### src/rtl/rs485_word_serializer_pkg.sv
// Shared RS485 definitions: serializer FSM states, UART framing constants and a state decode helper.
package rs485_pkg;

    typedef enum logic [2:0] {
        IDLE,
        LEAD,
        START,
        DATA,
        STOP,
        TRAIL,
        DONE
    } rs485_state_t;

    localparam int   RS485_DATA_BITS      = 8;
    localparam int   RS485_BYTES_PER_WORD = 2;
    localparam logic RS485_START_LVL      = 1'b0;
    localparam logic RS485_STOP_LVL       = 1'b1;

    // The driver is enabled for the whole framed word, guards included.
    function automatic logic rs485_drives_line(input rs485_state_t s);
        return !((s == IDLE) || (s == DONE));
    endfunction

endpackage

### src/rtl/rs485_word_serializer_if.sv
// Word handshake from the TX FIFO plus the RS485 PHY-side line signals.
interface rs485_word_serializer_if;
    logic        word_valid;
    logic [15:0] word_data;
    logic        word_ready;
    logic        Tx;
    logic        Tx_Enable;
    logic        Tx_complete;
    logic        busy;

    modport master (
        output word_valid, word_data,
        input  word_ready, Tx, Tx_Enable, Tx_complete, busy
    );

    modport slave (
        input  word_valid, word_data,
        output word_ready, Tx, Tx_Enable, Tx_complete, busy
    );
endinterface

### src/rtl/rs485_word_serializer_baud_tick.sv
// Bit-time down-counter: reload starts a fresh bit of CLKS_PER_BIT cycles; tick flags its last cycle.
// Latency: tick asserts CLKS_PER_BIT-1 cycles after the reload edge; no backpressure.
module rs485_baud_tick #(
    parameter int CLKS_PER_BIT = 16
) (
    input  logic clk,
    input  logic rst,
    input  logic reload,
    output logic tick
);
    localparam int            W          = (CLKS_PER_BIT > 1) ? $clog2(CLKS_PER_BIT) : 1;
    localparam logic [W-1:0]  RELOAD_VAL = W'(CLKS_PER_BIT - 1);

    logic [W-1:0] cnt;

    always_ff @(posedge clk) begin
        if (rst) begin
            cnt <= '0;
        end else if (reload) begin
            cnt <= RELOAD_VAL;
        end else if (cnt != '0) begin
            cnt <= cnt - 1'b1;
        end
    end

    assign tick = (cnt == '0);
endmodule

### src/rtl/rs485_word_serializer.sv
// Sends each 16-bit word as two 8N1 frames (low byte first) framed by driver-enable guard bit-times.
// Latency: Tx_Enable rises 1 cycle after accept; word_ready is high only in IDLE/DONE, so the FIFO stalls otherwise.
module rs485_word_serializer
    import rs485_pkg::*;
#(
    parameter int CLKS_PER_BIT = 16,
    parameter int GUARD_BITS   = 1
) (
    input  logic                    PCLK,
    input  logic                    PRESET,
    rs485_word_serializer_if.slave  bus
);
    localparam logic [3:0]   GUARD_LAST  = 4'(GUARD_BITS > 0 ? GUARD_BITS - 1 : 0);
    localparam logic [2:0]   LAST_BIT    = 3'(RS485_DATA_BITS - 1);
    localparam logic         LAST_BYTE   = 1'(RS485_BYTES_PER_WORD - 1);
    localparam rs485_state_t FIRST_STATE = (GUARD_BITS == 0) ? START : LEAD;

    rs485_state_t state_q, state_d;
    logic [15:0]  shreg_q, shreg_d;
    logic [2:0]   bit_q, bit_d;
    logic         byte_q, byte_d;
    logic [3:0]   guard_q, guard_d;

    logic tx_q, tx_d;
    logic en_q, en_d;
    logic rdy_q, rdy_d;
    logic cmpl_q, cmpl_d;
    logic busy_q, busy_d;

    logic accept;
    logic reload;
    logic tick;

    assign accept = bus.word_valid & rdy_q;

    rs485_baud_tick #(
        .CLKS_PER_BIT (CLKS_PER_BIT)
    ) u_baud_tick (
        .clk    (PCLK),
        .rst    (PRESET),
        .reload (reload),
        .tick   (tick)
    );

    always_ff @(posedge PCLK) begin
        if (PRESET) begin
            state_q <= IDLE;
            shreg_q <= '0;
            bit_q   <= '0;
            byte_q  <= 1'b0;
            guard_q <= '0;
            tx_q    <= RS485_STOP_LVL;
            en_q    <= 1'b0;
            rdy_q   <= 1'b1;
            cmpl_q  <= 1'b0;
            busy_q  <= 1'b0;
        end else begin
            state_q <= state_d;
            shreg_q <= shreg_d;
            bit_q   <= bit_d;
            byte_q  <= byte_d;
            guard_q <= guard_d;
            tx_q    <= tx_d;
            en_q    <= en_d;
            rdy_q   <= rdy_d;
            cmpl_q  <= cmpl_d;
            busy_q  <= busy_d;
        end
    end

    // Every bit boundary reloads the baud counter, so each state lasts exactly one bit-time per step.
    always_comb begin
        state_d = state_q;
        shreg_d = shreg_q;
        bit_d   = bit_q;
        byte_d  = byte_q;
        guard_d = guard_q;
        reload  = 1'b0;

        case (state_q)
            IDLE, DONE: begin
                state_d = IDLE;
                if (accept) begin
                    state_d = FIRST_STATE;
                    shreg_d = bus.word_data;
                    bit_d   = '0;
                    byte_d  = 1'b0;
                    guard_d = '0;
                    reload  = 1'b1;
                end
            end
            LEAD: begin
                if (tick) begin
                    reload = 1'b1;
                    if (guard_q == GUARD_LAST) begin
                        state_d = START;
                    end else begin
                        guard_d = guard_q + 4'd1;
                    end
                end
            end
            START: begin
                if (tick) begin
                    reload  = 1'b1;
                    state_d = DATA;
                    bit_d   = '0;
                end
            end
            DATA: begin
                if (tick) begin
                    reload  = 1'b1;
                    shreg_d = {1'b0, shreg_q[15:1]};
                    bit_d   = bit_q + 3'd1;
                    if (bit_q == LAST_BIT) begin
                        state_d = STOP;
                    end
                end
            end
            STOP: begin
                if (tick) begin
                    reload = 1'b1;
                    if (byte_q != LAST_BYTE) begin
                        byte_d  = byte_q + 1'b1;
                        state_d = START;
                    end else if (GUARD_BITS == 0) begin
                        state_d = DONE;
                    end else begin
                        guard_d = '0;
                        state_d = TRAIL;
                    end
                end
            end
            TRAIL: begin
                if (tick) begin
                    reload = 1'b1;
                    if (guard_q == GUARD_LAST) begin
                        state_d = DONE;
                    end else begin
                        guard_d = guard_q + 4'd1;
                    end
                end
            end
            default: begin
                state_d = IDLE;
            end
        endcase
    end

    // Outputs are decoded from the next state so they flop in step with the state register.
    always_comb begin
        tx_d = RS485_STOP_LVL;
        case (state_d)
            START:   tx_d = RS485_START_LVL;
            DATA:    tx_d = shreg_d[0];
            default: tx_d = RS485_STOP_LVL;
        endcase
        en_d   = rs485_drives_line(state_d);
        busy_d = rs485_drives_line(state_d);
        rdy_d  = (state_d == IDLE) || (state_d == DONE);
        cmpl_d = (state_d == DONE);
    end

    assign bus.Tx          = tx_q;
    assign bus.Tx_Enable   = en_q;
    assign bus.word_ready  = rdy_q;
    assign bus.Tx_complete = cmpl_q;
    assign bus.busy        = busy_q;
endmodule
### src/flat_wrapper.sv
// flat-port wrapper written by rule: the top's interface ports become plain ports
module rs485_word_serializer_flat import rs485_pkg::*;
#(
    parameter int CLKS_PER_BIT = 16,
    parameter int GUARD_BITS   = 1
)
  (PCLK, PRESET, bus_word_valid, bus_word_data, bus_word_ready, bus_Tx, bus_Tx_Enable, bus_Tx_complete, bus_busy);
  rs485_word_serializer_if bus_i ();
  input  logic PCLK;
  input  logic PRESET;
  input wire logic [$bits(bus_i.word_valid)-1:0] bus_word_valid;
  input wire logic [$bits(bus_i.word_data)-1:0] bus_word_data;
  output wire logic [$bits(bus_i.word_ready)-1:0] bus_word_ready;
  output wire logic [$bits(bus_i.Tx)-1:0] bus_Tx;
  output wire logic [$bits(bus_i.Tx_Enable)-1:0] bus_Tx_Enable;
  output wire logic [$bits(bus_i.Tx_complete)-1:0] bus_Tx_complete;
  output wire logic [$bits(bus_i.busy)-1:0] bus_busy;
  assign bus_i.word_valid = bus_word_valid;
  assign bus_i.word_data = bus_word_data;
  assign bus_word_ready = bus_i.word_ready;
  assign bus_Tx = bus_i.Tx;
  assign bus_Tx_Enable = bus_i.Tx_Enable;
  assign bus_Tx_complete = bus_i.Tx_complete;
  assign bus_busy = bus_i.busy;
  rs485_word_serializer #(.CLKS_PER_BIT(CLKS_PER_BIT), .GUARD_BITS(GUARD_BITS)) u_core (.PCLK(PCLK), .PRESET(PRESET), .bus(bus_i));
endmodule
### config.mk
export PLATFORM = sky130hd
export DESIGN_NAME = rs485_word_serializer_flat
export DESIGN_NICKNAME = d
export VERILOG_FILES = /design/src/rtl/rs485_word_serializer_pkg.sv /design/src/rtl/rs485_word_serializer_if.sv /design/src/rtl/rs485_word_serializer_baud_tick.sv /design/src/rtl/rs485_word_serializer.sv /design/src/flat_wrapper.sv
export SDC_FILE = /design/constraint.sdc
export NUM_CORES = 1
export LEC_CHECK = 0
export ABC_AREA = 1
export BUFFER_PORTS_ARGS = -buffer_cell sky130_fd_sc_hd__buf_2
export CORE_AREA = 10 10 86 88
export CTS_CLUSTER_DIAMETER = 120
export DETAILED_ROUTE_END_ITERATION = 16
export DIE_AREA = 0 0 96 98
export HOLD_SLACK_MARGIN = 0.03
export SLEW_MARGIN = 40
export SYNTH_ARGS = -nofsm -noshare
export SYNTH_HDL_FRONTEND = slang
export SYNTH_SLANG_ARGS = --single-unit
### constraint.sdc
create_clock -name PCLK -period 2.8 [get_ports PCLK]
set_input_delay 0.42 -clock PCLK [delete_from_list [all_inputs] [get_ports PCLK]]
set_output_delay 0.42 -clock PCLK [all_outputs]
set_load 0.02 [all_outputs]
==> results.yml <==
layout:
  layout.cells.non_filler: 382
  final_common_cell: "nand2_1"
  layout-drive-gt1-share: 0.166
  area_growth_syn_to_layout_pct: 12.2
  num-nets-final: 331
  antenna-diode-count: 0
  most-common-layout-cells: "nand2_1 (85), nor2_1 (36), dfxtp_1 (35)"
worst_setup_path:
  reg2reg_depth: 10
  path_class: "register to register"
  crit_path_start_kind: "register"
  cp.arrival_ns: 2.07
  end_kind: "register"
  cp.required_ns: 2.96
  path_max_fanout: 19
routing:
  dr_total_vias: 1793
  vias_per_cell: 4.69
  postRouteWirelength_um: 4340
  post_drt_wl_per_cell_um: 11.4
  ant_nets: 0
  drtIter0Drc: 60
  route.detailed.drc: 0
  drt_first_pass_iters: 4
clocking:
  post_cts_buffers: 0
  numCtsBuffers: 5
  clock-sinks: 35
  cts_buffer_depth: 2
  cts_tree: "built"
  clock_latency_ns: 0.29
  cts_root_buf: "clkbuf_8"
  cts_hold_buffers: 0
  cts_resized: 0
  clkTransAtPathRegs_ns: 0.07
  htreeDepth: 2
die:
  rows: 28
  core_area_sq_um: 5750
  die_width_um: 96
  die-area_sq_um: 9410
  initial_core_util: 0.334
  die_y_um: 98
  pin_count: 24
yosys:
  ys_warn_count: 0
  avgSynthCellArea_sq_um: 6.75
  synthAdderAreaFrac: 0.0391
  synth_edf_count: 0
  synthFlopType: "dfxtp_1"
  synth-xor-area-share: 0.00913
  synth_largest_area_cell: "dfxtp_1"
  synth_compound_area_frac: 0.126
  yosysUniqueCellTypes: 28
  synth-simple-area-share: 0.373
  synth_top_family_by_area: "simple AND/OR/NAND/NOR gates"
  synth_area_sq_um: 1920
  ys_seq_area_frac: 0.365
  syn_inst: 284
  synthMuxAreaShare: 0
  async_flop_share: 0
  synth_seq_cells: 35
  synth.top_cell.area_share: 0.365
  synthTopCellsByArea: "dfxtp_1 (37%), nand2_1 (17%), nand3_1 (7.6%), nor2_1 (7.0%), a21oi_1 (5.5%)"
  syn-num-nets: 309
sta:
  setup_viol: 0
  finalSetupTns_ns: 0
  hold_violations: 0
  grt_setup_unrepaired: "no"
  worstMarginPinSlew_ns: 0.501
  slew_headroom: 0.666
  finalCriticalPeriod_ns: 1.90
  slew_violations: 0
  skew_ns: 0.00480
  fmax_mhz: 526
  min_period_over_period: 0.680
pwr:
  fin_total_pwr_w: 0.00203
  powerDensity_nw_per_um2: 943
  p_leak_nw: 1.05
  vdd_drop_max_mv: 0.416
global_routing:
  grt_remaining_overflow: 0
  grt_pass1_vias: 1759
  grt_pass1_wl_um: 7620
  grt_max_degree: 27
  groute.usage.overall: 0.0970
  antenna_found_initial: 0
placement:
  dp_hpwl_um: 3150
  placedCellCount: 374
  port_buffers: 23
  globalplace.congestion: 0.846
min_path:
  hp-class: "primary input to register"
  hold_depth: 3
outcome:
  status: "finished clean"
run:
  maxCapViolations: 0
==> cells in the mapped netlist (4+ instances only) <==
library cell	number
a21oi_2	4
nand3_1	29
a21oi_1	21
ha_1	6
inv_1	23
nand2_2	4
dfxtp_1	35
nand2_1	85
o21ai_0	12
nor2_1	36
==> routing by layer <==
metal | routed length [um] | track usage | share of wire
met1 | 2130 | 0.117 | 0.49
met2 | 1880 | 0.153 | 0.43
met3 | 285 | 0.0352 | 0.066
met4 | 55 | 0.0341 | 0.013
met5 | 0 | 0 | 0
==> final timing paths <==
| kind | slack, ns | endpoint | start |
|---|---|---|---|
| max | 0.90 | u_core.bit_q[2] | u_core.u_baud_tick.cnt[0] |
| min | 0.38 | u_core.shreg_q[15] | bus_word_data[15] |
| max reg2reg | 0.90 | u_core.bit_q[2] | u_core.u_baud_tick.cnt[0] |
| min reg2reg | 0.47 | u_core.shreg_q[15] | u_core.shreg_q[15] |
==> power breakdown <==
part | total [W] | internal, W | leakage (nW) | switching, W
Combinational | 0.000945 | 0.000312 | 0.715 | 0.000632
Clock | 0.000359 | 0.000170 | 0.0477 | 0.000189
Sequential | 0.000726 | 0.000628 | 0.287 | 0.0000977
Total | 0.00203 | 0.00111 | 1.05 | 0.000919
==> final cells by class <==
cell class | instances | area, sq um
fillers | 674 | 3590
multi-input cells | 214 | 1050
flip-flops and latches | 35 | 701
repair buffers | 25 | 130
inverters | 25 | 93.8
well taps | 75 | 93.8
clock buffers | 5 | 68.8
clock inverters | 3 | 15.0
==> kinds of logic (layout without fill, tap and decap cells) <==
| group | Yosys count | count (layout) |
|---|---|---|
| flops | 35 | 35 |
| compound gates | 42 | 42 |
| buf+inv | 35 | 58 |
| simple gates | 164 | 164 |
| fa+ha+maj | 6 | 6 |
| xor+xnor | 2 | 2 |
==> critical path: stages (launching register included) <==
cell and delay [ns]:
dfxtp_1 0.33, inv_1 0.10, ha_1 0.21, nand2_1 0.06
nor2_1 0.28, buf_4 0.30, nor2_1 0.07, a21oi_2 0.21
nand2_1 0.08, o21ai_0 0.08, nor2_1 0.05
==> flip-flops by register name, indices dropped and copies added (netlist names), 3 cells and up <==
signal                  cells
u_core.bit_q                3
u_core.state_q              3
u_core.u_baud_tick.cnt      4
u_core.shreg_q             16
u_core.guard_q              4
==> through the flow <==
step | utilization | setup WS, ns | hold slack, ns | area [sq um]
2_1_floorplan | - | 1.27 | 0.448 | 1920
3_3_place_gp | 0.360 | 0.988 | 0.464 | 2070
3_5_place_dp | 0.360 | 0.899 | 0.461 | 2070
4_1_cts | 0.375 | 0.890 | 0.376 | 2150
5_1_grt | 0.375 | 0.617 | 0.401 | 2150
6_report | 0.375 | 0.897 | 0.382 | 2150
No activity file was read; power rests on OpenSTA's default activity.
